==> src/rtl/mem_arbiter.sv <==
// mem_arbiter: two-port round-robin arbiter in front of a single unified memory.
//   Port A (cpu_*) is the multi-cycle CPU, port B (dma_*) the DMA/boot-loader.
//   One access at a time: IDLE picks an owner and latches its request, ACCESS
//   holds mem_en for MEM_LAT cycles, DONE pulses the owner's ack for one cycle.
// Ports:
//   clk, rst (synchronous, active-low)
//   cpu_req/we/addr/wdata in, cpu_rdata/ack/stall out
//   dma_req/we/addr/wdata in, dma_rdata/ack out
//   mem_en/we/addr/wdata out, mem_rdata in (valid in the last ACCESS cycle)
//   grant (one-hot {dma, cpu}), state (debug view of the FSM)
module mem_arbiter #(
  parameter int ADDR_W  = 32,
  parameter int DATA_W  = 32,
  parameter int MEM_LAT = 2
) (
  input  logic              clk,
  input  logic              rst,
  input  logic              cpu_req,
  input  logic              cpu_we,
  input  logic [ADDR_W-1:0] cpu_addr,
  input  logic [DATA_W-1:0] cpu_wdata,
  output logic [DATA_W-1:0] cpu_rdata,
  output logic              cpu_ack,
  output logic              cpu_stall,
  input  logic              dma_req,
  input  logic              dma_we,
  input  logic [ADDR_W-1:0] dma_addr,
  input  logic [DATA_W-1:0] dma_wdata,
  output logic [DATA_W-1:0] dma_rdata,
  output logic              dma_ack,
  output logic              mem_en,
  output logic              mem_we,
  output logic [ADDR_W-1:0] mem_addr,
  output logic [DATA_W-1:0] mem_wdata,
  input  logic [DATA_W-1:0] mem_rdata,
  output logic [1:0]        grant,
  output logic [1:0]        state
);

  typedef enum logic [1:0] {
    IDLE   = 2'b00,
    ACCESS = 2'b01,
    DONE   = 2'b10
  } state_t;

  localparam logic [3:0] LAST_CNT = 4'(MEM_LAT - 1);

  state_t              state_q, state_d;
  logic [3:0]          cnt_q, cnt_d;
  logic                last_dma_q, last_dma_d;
  logic [1:0]          grant_q, grant_d;
  logic                we_q, we_d;
  logic [ADDR_W-1:0]   mem_addr_q, mem_addr_d;
  logic [DATA_W-1:0]   mem_wdata_q, mem_wdata_d;
  logic [DATA_W-1:0]   cpu_rdata_q, cpu_rdata_d;
  logic [DATA_W-1:0]   dma_rdata_q, dma_rdata_d;
  logic                pick_dma;

  always_comb begin
    state_d     = state_q;
    cnt_d       = cnt_q;
    last_dma_d  = last_dma_q;
    grant_d     = grant_q;
    we_d        = we_q;
    mem_addr_d  = mem_addr_q;
    mem_wdata_d = mem_wdata_q;
    cpu_rdata_d = cpu_rdata_q;
    dma_rdata_d = dma_rdata_q;
    // DMA wins when it is alone, or on a tie when the CPU had the last turn.
    pick_dma    = dma_req & (~cpu_req | ~last_dma_q);

    case (state_q)
      IDLE: begin
        if (cpu_req | dma_req) begin
          grant_d     = pick_dma ? 2'b10 : 2'b01;
          last_dma_d  = pick_dma;
          cnt_d       = 4'd0;
          we_d        = pick_dma ? dma_we    : cpu_we;
          mem_addr_d  = pick_dma ? dma_addr  : cpu_addr;
          mem_wdata_d = pick_dma ? dma_wdata : cpu_wdata;
          state_d     = ACCESS;
        end
      end
      ACCESS: begin
        cnt_d = cnt_q + 4'd1;
        if (cnt_q == LAST_CNT) begin
          state_d = DONE;
          // Memory read data is only valid in this final ACCESS cycle.
          if (!we_q) begin
            if (grant_q[1]) dma_rdata_d = mem_rdata;
            else            cpu_rdata_d = mem_rdata;
          end
        end
      end
      DONE: begin
        state_d = IDLE;
        grant_d = 2'b00;
      end
      default: begin
        state_d = IDLE;
        grant_d = 2'b00;
      end
    endcase
  end

  always_ff @(posedge clk) begin
    if (!rst) begin
      state_q     <= IDLE;
      cnt_q       <= 4'd0;
      last_dma_q  <= 1'b1;
      grant_q     <= 2'b00;
      we_q        <= 1'b0;
      mem_addr_q  <= '0;
      mem_wdata_q <= '0;
      cpu_rdata_q <= '0;
      dma_rdata_q <= '0;
    end else begin
      state_q     <= state_d;
      cnt_q       <= cnt_d;
      last_dma_q  <= last_dma_d;
      grant_q     <= grant_d;
      we_q        <= we_d;
      mem_addr_q  <= mem_addr_d;
      mem_wdata_q <= mem_wdata_d;
      cpu_rdata_q <= cpu_rdata_d;
      dma_rdata_q <= dma_rdata_d;
    end
  end

  // Strobes decode from the state register so reset clears them immediately.
  assign mem_en    = (state_q == ACCESS);
  assign mem_we    = mem_en & we_q;
  assign cpu_ack   = (state_q == DONE) & grant_q[0];
  assign dma_ack   = (state_q == DONE) & grant_q[1];
  assign cpu_stall = cpu_req & ~cpu_ack;
  assign mem_addr  = mem_addr_q;
  assign mem_wdata = mem_wdata_q;
  assign cpu_rdata = cpu_rdata_q;
  assign dma_rdata = dma_rdata_q;
  assign grant     = grant_q;
  assign state     = state_q;

endmodule

==> config.mk <==
export PLATFORM = sky130hd
export DESIGN_NAME = mem_arbiter
export DESIGN_NICKNAME = d
export VERILOG_FILES = /design/src/rtl/mem_arbiter.sv
export SDC_FILE = /design/constraint.sdc
export NUM_CORES = 1
export LEC_CHECK = 0
export CORE_MARGIN = 2
export CORE_UTILIZATION = 40
export DETAILED_ROUTE_END_ITERATION = 8
export PLACE_DENSITY = 0.88
export SYNTH_ARGS = -nofsm -noshare
export SYNTH_HDL_FRONTEND = slang
export SYNTH_SLANG_ARGS = --single-unit
export TNS_END_PERCENT = 5
==> constraint.sdc <==
create_clock -name clk -period 2.15 [get_ports clk]
set_input_delay 0.645 -clock clk [delete_from_list [all_inputs] [get_ports clk]]
set_output_delay 0.645 -clock clk [all_outputs]
set_load 0.005 [all_outputs]
==> results.ini <==
[outcome]
status = completed

[yosys]
ys_ff_latch = 138
syn_avg_cell_area_um2 = 8.30
async_reset_ff_frac = 0
synth_common_cells = dfxtp_1 (138), a21oi_1 (117), nand3_1 (103)
synth_top_area_frac = 0.461
seq_area_frac_synth = 0.461
synth_nets = 891
ys_top_cells_by_area = dfxtp_1 (46%), a21oi_1 (9.8%), nand3_1 (8.6%)
synth.most_common_cell = dfxtp_1
ys_types = 41
synth_top_cell_by_area = dfxtp_1
synthCells = 723
syn-cell-area_mm2 = 0.00600
synth_enable_flop_cells = 0
yosysWarningCount = 0
synth_ff_type = dfxtp_1

[worst_hold_path]
hold_path_class = reg -> reg
min-delay-start = cpu_rdata[11]
holdPathStages = 2
min_to = cpu_rdata[11]

[detailed_routing]
routed_via_density = 5.58
wl_um = 20700
vias = 6698
drt_first_pass_iters = 5
drtIter0Drc = 437
wire_per_inst_um = 17.3
ant_nets = 0
drc_errors = 0

[grt]
grt_pass1_wl_um = 33200
grt_pass1_vias = 6583
grt-ovfl-total = 0
gr-usage-all-layers = 0.257
grt_max_degree = 67
antenna_found_initial = 0

[sta]
rsz0062_at_grt = no
tightest_slew_ps = 762
hold_violations = 0
holdWs_ps = 467
clock.fmax_mhz = 478
period_needed_ps = 2090
maxSlewHeadroom = 0.492
drv_slew = 0
layout_worst_path_cycle_share = 0.972
fin_skew_ps = 5.09
setup_viol = 0

[critical_path]
reg2reg_depth = 5
critPathTopFamily = buffers and inverters
worstSetupEndpointType = output port
cp.arrival_ps = 1450
path_max_fanout = 2
max_stage_delay_ps = 460
r2r_slack_ps = 340
cp_cell_sequence = clkdlybuf4s50_1, nor2b_2, clkdlybuf4s15_1
crit_slowest_cell = clkdlybuf4s50_1
path_buf_inv = 2
r2r-start = cnt_q[1]
worst_r2r_endpoint = dma_rdata[9]
critPathKind = in -> out
cp.required_ps = 1500
startpoint_type = primary input

[clock_tree]
clockRootBuffer = clkbuf_16
numClockSinks = 138
numCtsBuffers = 17
cts.path.max_buffers = 2
htreeDepth = 4
clock_latency_ps = 420
cts_tree = built
path_clk_slew_ps = 50
ctsHoldBuffers = 0

[finish]
areaGrowthSynthToFinish_pct = 65.0
regArea_mm2 = 0.00277
finalNetCount = 1172
multi_input_area_mm2 = 0.00278
drive_gt1_frac = 0.0905
num_antenna_cells = 0
post-route-cell-area_mm2 = 0.00990
nFillCells = 1150

[floorplanning]
dieArea_mm2 = 0.0160
start_util = 0.411
io_pins = 303
die_h_um = 126
core_mm2 = 0.0146
fp.dieW_um = 126
rows = 44

[pwr]
ir_drop_mv = 0.534
p_total_mw = 7.37
p_leak_nw = 3.53
p_per_area_mw_per_mm2 = 744

[flow_run]
cap_violations = 0

[place]
post_dp_cell_area_mm2 = 0.00927
post-dp-hpwl_um = 14600
portBuffers = 302
finalWeightedCongestion = 0.837

how the worst max path moves through the flow:
| stage | start | to | slack [ps] | depth (start not counted) |
|---|---|---|---|---|
| 6_report | cpu_req | cpu_stall | 60 | 3 |
| 5_1_grt | cpu_req | cpu_stall | 8 | 3 |
| 4_1_cts | cpu_req | cpu_stall | 30 | 3 |
| 3_5_place_dp | cpu_req | cpu_stall | -260 | 3 |
| 3_3_place_gp | cpu_req | cpu_stall | -250 | 3 |
| 2_1_floorplan | state[1] | mem_we | 400 | 4 |
flip-flops by register name (all words and copies together), names as in the netlist:
register and flops:
cpu_rdata 32, state 2, last_dma_q 1, we_q 1, cnt_q 4, mem_addr 32, grant 2, dma_rdata 32
mem_wdata 32
repair_timing:
action	CTS	global route
pin swaps	0	0
gates cloned	0	0
setup buffers	0	1
hold endpoints to repair	0	0
endpoints found under the setup margin	7	2
resized for setup	10	3
worst register-to-register path, stage by stage (launching register included):
cell and delay [ps]:
dfxtp_1 380, inv_1 60, ha_1 180, or3b_4 720
o21ai_0 240, a21oi_1 170
area by class of cell:
cell class                 instances  share of cell area
timing repair buffer             340               0.353
multi-input combinational        502               0.281
sequential                       138               0.280
clock inverter                    10              0.0115
clock buffer                      22              0.0499
inverter                           5             0.00215
tap                              184              0.0233
power breakdown:
group          switching (mW)  internal (mW)
combinational           0.714          0.849
clock                    1.12           1.86
sequential             0.0991           2.73
cell families (layout without fill, tap and decap cells):
| group | count (synthesis) | count (layout) | share of synthesized area |
|---|---|---|---|
| compound gates | 275 | 275 | 0.269 |
| buf+inv | 83 | 377 | 0.0814 |
| fa+ha+maj | 2 | 2 | 0.00417 |
| simple gates | 225 | 225 | 0.185 |
| flops | 138 | 138 | 0.461 |
layer usage:
metal	GRT usage	routed length, um
met1	0.288	7710
met2	0.444	10500
met3	0.0801	1800
met4	0.122	686
met5	0	0
cells in the final DEF (no fill, tap or decap), types with 4 or more instances in the layout:
| master | count |
|---|---|
| o211ai_1 | 4 |
| a31oi_1 | 19 |
| clkbuf_8 | 5 |
| dlygate4sd2_1 | 5 |
| clkbuf_16 | 17 |
| a311oi_1 | 47 |
| nand2_1 | 96 |
| clkinv_2 | 4 |
| buf_4 | 23 |
| o21ai_0 | 48 |
| o21ai_1 | 33 |
| clkdlybuf4s50_1 | 296 |
| nand2b_1 | 4 |
| a21oi_1 | 117 |
| inv_1 | 4 |
| dfxtp_1 | 136 |
| buf_12 | 15 |
| nand3_1 | 103 |
per-stage QoR:
step	setup slack (ps)	std cells	utilization	TNS [ps]
floorplan	405	723	-	0
global placement	-250	1168	0.635	-250
detailed placement	-256	1168	0.635	-287
CTS	25.0	1200	0.677	0
global route	7.66	1201	0.679	0
finish	59.9	1201	0.679	0
Note: power is estimated with default switching activity, not from simulation.
